**src/rtl/bus_xbar_if.sv**
```systemverilog
// Bus bundle for bus_xbar: beat input, select config port, routed output.
// master drives beats/config (upstream side), slave is the crossbar itself.
interface bus_xbar_if #(
    parameter int NUM_INPUT   = 8,
    parameter int NUM_OUTPUT  = 8,
    parameter int SEL_BIT     = 3,
    parameter int OUT_IDX_BIT = 3,
    parameter int DATA_WIDTH  = 8
);
    logic                             in_valid;
    logic [NUM_INPUT*DATA_WIDTH-1:0]  data_in;
    logic                             cfg_we;
    logic [OUT_IDX_BIT-1:0]           cfg_addr;
    logic [SEL_BIT-1:0]               cfg_sel;
    logic                             cfg_commit;
    logic                             err_clr;
    logic                             out_valid;
    logic [NUM_OUTPUT*DATA_WIDTH-1:0] data_out;
    logic                             sel_err;

    modport master (
        output in_valid, data_in, cfg_we, cfg_addr, cfg_sel, cfg_commit, err_clr,
        input  out_valid, data_out, sel_err
    );

    modport slave (
        input  in_valid, data_in, cfg_we, cfg_addr, cfg_sel, cfg_commit, err_clr,
        output out_valid, data_out, sel_err
    );
endinterface

```
**src/rtl/bus_xbar.sv**
```systemverilog
// bus_xbar: 3-stage N-in x M-out crossbar with per-output select registers.
// S1 captures lanes + select snapshot, S2 muxes per output lane, S3 holds outputs.
// Optional macro XBAR_SHADOW_EN adds a shadow select bank committed by cfg_commit.
module bus_xbar #(
    parameter int NUM_INPUT   = 8,
    parameter int NUM_OUTPUT  = 8,
    parameter int SEL_BIT     = 3,
    parameter int OUT_IDX_BIT = 3,
    parameter int DATA_WIDTH  = 8
) (
    input  logic      clk,
    input  logic      rst,
    bus_xbar_if.slave bus
);
    localparam int STAGES = 3;
    localparam logic [SEL_BIT:0] NIN = (SEL_BIT+1)'(NUM_INPUT);

    typedef logic [NUM_OUTPUT-1:0][SEL_BIT-1:0] sel_bank_t;

    sel_bank_t                            sel_act, sel_wr, sel_s1;
    logic [NUM_INPUT-1:0][DATA_WIDTH-1:0] data_s1;
    logic [NUM_OUTPUT-1:0][DATA_WIDTH-1:0] mux_c, mux_s2, data_s3;
    logic [NUM_OUTPUT-1:0]                ill_c;
    logic                                 err_s2;
    logic                                 sel_err_q;
    logic [STAGES-1:0]                    vld_pipe;

    // Reset mapping: output k listens to input k mod NUM_INPUT.
    function automatic sel_bank_t identity();
        sel_bank_t r;
        for (int k = 0; k < NUM_OUTPUT; k++) r[k] = SEL_BIT'(k % NUM_INPUT);
        return r;
    endfunction

`ifdef XBAR_SHADOW_EN
    sel_bank_t sel_shd;

    // Merge this cycle's write into the shadow bank; out-of-range addresses match nothing.
    always_comb begin
        sel_wr = sel_shd;
        for (int k = 0; k < NUM_OUTPUT; k++)
            if (bus.cfg_we && bus.cfg_addr == OUT_IDX_BIT'(k)) sel_wr[k] = bus.cfg_sel;
    end

    // Shadow takes every write; active bank switches all lanes together on commit.
    always_ff @(posedge clk or posedge rst) begin
        if (rst) begin
            sel_shd <= identity();
            sel_act <= identity();
        end else begin
            sel_shd <= sel_wr;
            if (bus.cfg_commit) sel_act <= sel_wr;
        end
    end
`else
    logic unused_commit;
    assign unused_commit = bus.cfg_commit;

    // Direct write into the active bank; out-of-range addresses match nothing.
    always_comb begin
        sel_wr = sel_act;
        for (int k = 0; k < NUM_OUTPUT; k++)
            if (bus.cfg_we && bus.cfg_addr == OUT_IDX_BIT'(k)) sel_wr[k] = bus.cfg_sel;
    end

    // Active select bank register.
    always_ff @(posedge clk or posedge rst) begin
        if (rst) sel_act <= identity();
        else     sel_act <= sel_wr;
    end
`endif

    // Beat valid shift register: [0]=S1, [1]=S2, [2]=S3/out.
    always_ff @(posedge clk or posedge rst) begin
        if (rst) vld_pipe <= '0;
        else     vld_pipe <= {vld_pipe[STAGES-2:0], bus.in_valid};
    end

    // S1: raw lanes plus the pre-update select snapshot, so a same-cycle write is not seen.
    always_ff @(posedge clk or posedge rst) begin
        if (rst) begin
            data_s1 <= '0;
            sel_s1  <= '0;
        end else begin
            data_s1 <= bus.data_in;
            sel_s1  <= sel_act;
        end
    end

    // Per-lane mux; illegal codes yield zero and flag the lane.
    always_comb begin
        mux_c = '0;
        ill_c = '0;
        for (int k = 0; k < NUM_OUTPUT; k++) begin
            if ({1'b0, sel_s1[k]} < NIN) mux_c[k] = data_s1[sel_s1[k]];
            else                         ill_c[k] = 1'b1;
        end
    end

    // S2: registered mux result; error only counts for a real beat.
    always_ff @(posedge clk or posedge rst) begin
        if (rst) begin
            mux_s2 <= '0;
            err_s2 <= 1'b0;
        end else begin
            mux_s2 <= mux_c;
            err_s2 <= vld_pipe[0] & (|ill_c);
        end
    end

    // S3: outputs hold between beats; a new error wins over err_clr.
    always_ff @(posedge clk or posedge rst) begin
        if (rst) begin
            data_s3   <= '0;
            sel_err_q <= 1'b0;
        end else begin
            if (vld_pipe[1]) data_s3 <= mux_s2;
            if (vld_pipe[1] && err_s2) sel_err_q <= 1'b1;
            else if (bus.err_clr)      sel_err_q <= 1'b0;
        end
    end

    assign bus.out_valid = vld_pipe[STAGES-1];
    assign bus.data_out  = data_s3;
    assign bus.sel_err   = sel_err_q;
endmodule

```
**src/flat_wrapper.sv**
```systemverilog
// flat-port wrapper written by rule: the top's interface ports become plain ports
module bus_xbar_flat 
#(
    parameter int NUM_INPUT   = 8,
    parameter int NUM_OUTPUT  = 8,
    parameter int SEL_BIT     = 3,
    parameter int OUT_IDX_BIT = 3,
    parameter int DATA_WIDTH  = 8
)
  (clk, rst, bus_in_valid, bus_data_in, bus_cfg_we, bus_cfg_addr, bus_cfg_sel, bus_cfg_commit, bus_err_clr, bus_out_valid, bus_data_out, bus_sel_err);
  bus_xbar_if #(.NUM_INPUT(NUM_INPUT), .NUM_OUTPUT(NUM_OUTPUT), .SEL_BIT(SEL_BIT), .OUT_IDX_BIT(OUT_IDX_BIT), .DATA_WIDTH(DATA_WIDTH)) bus_i ();
  input  logic clk;
  input  logic rst;
  input wire logic [$bits(bus_i.in_valid)-1:0] bus_in_valid;
  input wire logic [$bits(bus_i.data_in)-1:0] bus_data_in;
  input wire logic [$bits(bus_i.cfg_we)-1:0] bus_cfg_we;
  input wire logic [$bits(bus_i.cfg_addr)-1:0] bus_cfg_addr;
  input wire logic [$bits(bus_i.cfg_sel)-1:0] bus_cfg_sel;
  input wire logic [$bits(bus_i.cfg_commit)-1:0] bus_cfg_commit;
  input wire logic [$bits(bus_i.err_clr)-1:0] bus_err_clr;
  output wire logic [$bits(bus_i.out_valid)-1:0] bus_out_valid;
  output wire logic [$bits(bus_i.data_out)-1:0] bus_data_out;
  output wire logic [$bits(bus_i.sel_err)-1:0] bus_sel_err;
  assign bus_i.in_valid = bus_in_valid;
  assign bus_i.data_in = bus_data_in;
  assign bus_i.cfg_we = bus_cfg_we;
  assign bus_i.cfg_addr = bus_cfg_addr;
  assign bus_i.cfg_sel = bus_cfg_sel;
  assign bus_i.cfg_commit = bus_cfg_commit;
  assign bus_i.err_clr = bus_err_clr;
  assign bus_out_valid = bus_i.out_valid;
  assign bus_data_out = bus_i.data_out;
  assign bus_sel_err = bus_i.sel_err;
  bus_xbar #(.NUM_INPUT(NUM_INPUT), .NUM_OUTPUT(NUM_OUTPUT), .SEL_BIT(SEL_BIT), .OUT_IDX_BIT(OUT_IDX_BIT), .DATA_WIDTH(DATA_WIDTH)) u_core (.clk(clk), .rst(rst), .bus(bus_i));
endmodule
```
**config.mk**
```make
export PLATFORM = sky130hd
export DESIGN_NAME = bus_xbar_flat
export DESIGN_NICKNAME = d
export VERILOG_FILES = /design/src/rtl/bus_xbar_if.sv /design/src/rtl/bus_xbar.sv /design/src/flat_wrapper.sv
export SDC_FILE = /design/constraint.sdc
export NUM_CORES = 1
export LEC_CHECK = 0
export CORE_ASPECT_RATIO = 2
export CORE_MARGIN = 3
export CORE_UTILIZATION = 35
export DETAILED_ROUTE_END_ITERATION = 7
export HOLD_SLACK_MARGIN = 0.06
export SYNTH_ARGS = -nofsm -noshare
export SYNTH_HDL_FRONTEND = slang
export SYNTH_SLANG_ARGS = --single-unit
```
**constraint.sdc**
```tcl
create_clock -name clk -period 21.8 [get_ports clk]
set_clock_uncertainty 0.2 [all_clocks]
set_input_delay 4.36 -clock clk [delete_from_list [all_inputs] [get_ports clk]]
set_output_delay 4.36 -clock clk [all_outputs]
set_load 0.05 [all_outputs]
```
=== Yosys cells after proc, flatten, opt, wreduce, memory -nomap -nowiden ===
Cells that the tools add are included.
W data, S select, Z words.

* Multiplexer cells: 16
* Reductions and logical operators: 9
* Order comparisons: 8
* Eq/ne operators: 7

{| class="wikitable"
|+ Operators by type and width
! cell !! count
|-
| $bmux W8 S3 || 8
|-
| $mux W8 || 8
|-
| $lt A3 B4 Y1 const B || 8
|-
| $eq A3 B3 Y1 const B || 4
|-
| $logic_and A1 B1 Y1 || 8
|-
| $eq A3 B2 Y1 const B || 2
|-
| $eq A3 B1 Y1 const B || 1
|-
| $logic_not A3 Y1 || 1
|}

* Word-level logic and storage cells: 81
* Input port bits: 76
* Output and inout port bits: 66
* Register bits after elaboration: 243

=== Logic depth before layout (Yosys ltp) ===
* Depth after elaboration: 2
* Mapped depth: 4
* Gate-level depth less buffers: 2

=== Least setup slack after synthesis ===
OpenSTA, ideal clock, no wires.

* Path kind: input port to flip-flop
* Start: input port bus_cfg_addr[0]
* End: register u_core.sel_act[0] (netlist bit)
* Stages on the path: 2
* Arrival time: 5.233 ns
* Data required time: 21.475 ns
* Buffers on the path: 0
* Slack: 16.242 ns
* Setup time: 0.125 ns
* Path through: nor4b_1 mux2_2

* Word-level cells in the longest chain between the ends: 2

{| class="wikitable"
|+ RTL lines
! what !! RTL line !! source
|-
| start: declaration || flat_wrapper.sv:17 || <nowiki>input wire logic [$bits(bus_i.cfg_addr)-1:0] bus_cfg_addr;</nowiki>
|-
| $logic_not A3 Y1 || bus_xbar.sv:63 || <nowiki>if (bus.cfg_we && bus.cfg_addr == OUT_IDX_BIT'(k)) sel_wr[k] = bus.cfg_sel;</nowiki>
|-
| $logic_and A1 B1 Y1 || bus_xbar.sv:63 ||
|-
| end signal: assignment || bus_xbar.sv:68 || <nowiki>if (rst) sel_act <= identity();</nowiki>
|-
| end signal: assignment || bus_xbar.sv:69 || <nowiki>else sel_act <= sel_wr;</nowiki>
|-
| end: declaration || bus_xbar.sv:20 || <nowiki>sel_bank_t sel_act, sel_wr, sel_s1;</nowiki>
|}

Every way passes these cells.
A chain may end at the register's enable or synchronous reset.

==> impl_metrics.json <==
{
  "status": "finished, final reports clean",
  "syn_area_per_cell_um2": 19.84,
  "pin_count": 142,
  "synthCells": 581,
  "postRouteAntennaNets": 0,
  "fin_crit_ps": 6782,
  "areaGrowthSynthToFinish_pct": 19.55,
  "holdCritStartpoint": "u_core.vld_pipe[0]",
  "hold_slack_ps": 159.9,
  "place_congestion": 0.8218,
  "switching_share_pct": 34.78,
  "place_ws_ps": 14290,
  "cp-start-kind": "input pin",
  "drive_above_1_share_pct": 33.38,
  "power_frac_clock_pct": 23.2,
  "post_cts_resized": 0,
  "grt_max_degree": 103,
  "synth_common_cells": "dfrtp_1, mux2_2, mux4_1",
  "cap_violations": 0,
  "fp.dieW_um": 134.3,
  "p_int_mw": 1.065,
  "holdBufCountCts": 0,
  "root_buffer": "clkbuf_16",
  "hpwlAfterDp_um": 20310,
  "required_ps": 22060,
  "wl_per_cell_um": 25.06,
  "yosysMostFrequentCell": "dfrtp_1",
  "hold_end": "u_core.vld_pipe[1]",
  "mappedNetlistArea_um2": 11520,
  "drc": 0,
  "finalMaxSlewViolations": 0,
  "vdd_drop_max_mv": 0.05338,
  "cp-end-kind": "async pin",
  "min_path_cells": 0,
  "max_freq_ghz": 0.1475,
  "switching_power_uw": 567.9,
  "ys_types": 17,
  "seq_power_share_pct": 43.5,
  "hold_class": "flip-flop to flip-flop",
  "max_slew_margin_pct": 23.62,
  "final_nets": 772,
  "cts_max_path_buffers": 3,
  "dieArea_um2": 35270,
  "portBuffers": 138,
  "finalWorstSetupSlack_ps": 15020,
  "power_density_nw_per_um2": 118.5,
  "antenna_found_initial": 0,
  "clock_latency_ps": 510,
  "synth_top_area_cell": "dfrtp_1",
  "synth-seq-cells": 243,
  "min_period_over_period_pct": 31.11,
  "clock_sinks": 243,
  "cts_buffers": 20,
  "diodes": 0,
  "tightest_slew_ps": 1146,
  "path_clk_slew_ps": 70,
  "pwr-share-comb_pct": 33.3,
  "timing.rr.start": "u_core.sel_s1[9]",
  "cts_htree_levels": 1,
  "syn_nets": 657,
  "dr.pass1.iters": 5,
  "finalSetupTns_ps": 0,
  "initial_core_util_pct": 35.63,
  "synth_top_area_share_pct": 50.16,
  "p_leak_nw": 5.519,
  "dr_total_vias": 6230,
  "yosys-top-cells-area": "dfrtp_1, mux4_1, mux2_2",
  "cts_tree": "yes",
  "overflow": 0,
  "worstRegToRegCells": 2,
  "grt_usage_pct": 16.11,
  "rsz0062_at_grt": "false",
  "drt_iter0_drc": 386,
  "async_reset_ff_share_pct": 100.0,
  "seq_area_frac_synth_pct": 52.89,
  "via_per_inst": 5.479,
  "ff2ff_setup_slack_ps": 19370,
  "grt_pass1_vias": 6996,
  "crit_fanout": 102,
  "critical_path_class": "input pin to async pin",
  "grt_pass1_wl_um": 42980,
  "setup_viol": 0,
  "arrival_ps": 7040,
  "synth_edf_count": 0,
  "die_y_um": 262.6,
  "core-area_um2": 32350,
  "postCtsSetupRepairBufs": 0,
  "hold_viol_final": 0,
  "ys_warn_count": 0,
  "r2r-end": "u_core.mux_s2[26]",
  "totalWireLength_um": 28490,
  "synthFlopType": "dfrtp_1",
  "rows": 93
}
[final cells by class]
type	instances	area, µm²
timing repair buffer	141	1404
clock inverter	9	130.1
sequential	243	6097
clock buffer	27	568.0
tap	427	534.3
inverter	1	11.26
multi-input combinational	289	5034
fill	2959	18570
[cell families (layout without fill, tap and decap cells)]
group / count (synthesis) / in the layout / synth area share [%]
multiplexers: 280 / 280 / 42.96
flip-flops: 243 / 243 / 52.89
buffers and inverters: 49 / 178 / 3.431
AND/OR/NAND/NOR: 8 / 8 / 0.6841
other: 1 / 1 / 0.03254
[flip-flops by register name, indices dropped and copies added (netlist names)]
name,cells
u_core.bus.data_out,64
u_core.data_s1,64
u_core.mux_s2,64
u_core.sel_act,24
u_core.sel_s1,24
u_core.vld_pipe,3
[placed cells by master (no fill, tap or decap), types with 2 or more instances in the layout]
| cell | netlist | routed |
|---|---|---|
| buf_4 | 1 | 3 |
| dfstp_2 | 12 | 12 |
| clkbuf_1 | 9 | 4 |
| nand4b_1 | 3 | 3 |
| bufinv_16 | 0 | 3 |
| clkbuf_16 | 0 | 21 |
| and4bb_2 | 3 | 3 |
| clkdlybuf4s50_1 | 0 | 138 |
| clkbuf_8 | 0 | 2 |
| mux2_2 | 152 | 152 |
| clkinv_2 | 0 | 3 |
| mux4_2 | 33 | 33 |
| dfrtp_1 | 231 | 230 |
| clkinv_4 | 0 | 2 |
| mux4_1 | 95 | 95 |
[critical path: stages]
cell,delay (ps)
clkdlybuf4s50_1,490
inv_8,500
buf_4,780
buf_4,810
[layer usage]
layer / vias up / share of wire [%] / wire length, µm / track usage [%]
met2: 223 / 59 / 16880 / 32.08
met1: 3339 / 32 / 8986 / 15.99
li1: 2606 / - / - / -
met4: 0 / 4.8 / 1357 / 7.686
met3: 62 / 4.4 / 1264 / 1.877
met5: - / 0 / 0 / 0
[stage by stage]
stage	power (mW)	utilization, %	std cells	cell area (µm²)
CTS	1.656	42.59	1137	13780
finish	1.633	42.59	1137	13780
floorplan	1.075	-	581	11520
global route	1.701	42.59	1137	13780
detailed placement	1.271	40.43	1101	13080
global placement	1.257	40.43	1101	13080
[power groups by stage]
stage / logic, mW / registers, mW / clock network [mW]
after floorplan: 0.276 / 0.800 / 0
after global placement: 0.544 / 0.713 / 0
after detailed placement: 0.549 / 0.722 / 0
after CTS: 0.551 / 0.713 / 0.392
after global routing: 0.567 / 0.725 / 0.409
final: 0.543 / 0.710 / 0.380
[worst max path at each step]
stage,from,endpoint,slack [ps]
2_1_floorplan,rst,u_core.bus.data_out[0],10590
4_1_cts,rst,u_core.vld_pipe[1],14850
6_report,rst,u_core.vld_pipe[1],15020
3_5_place_dp,rst,u_core.vld_pipe[1],14290
5_1_grt,rst,u_core.vld_pipe[1],14590
3_3_place_gp,rst,u_core.vld_pipe[1],14410
Note: power is estimated with default switching activity, not from simulation.
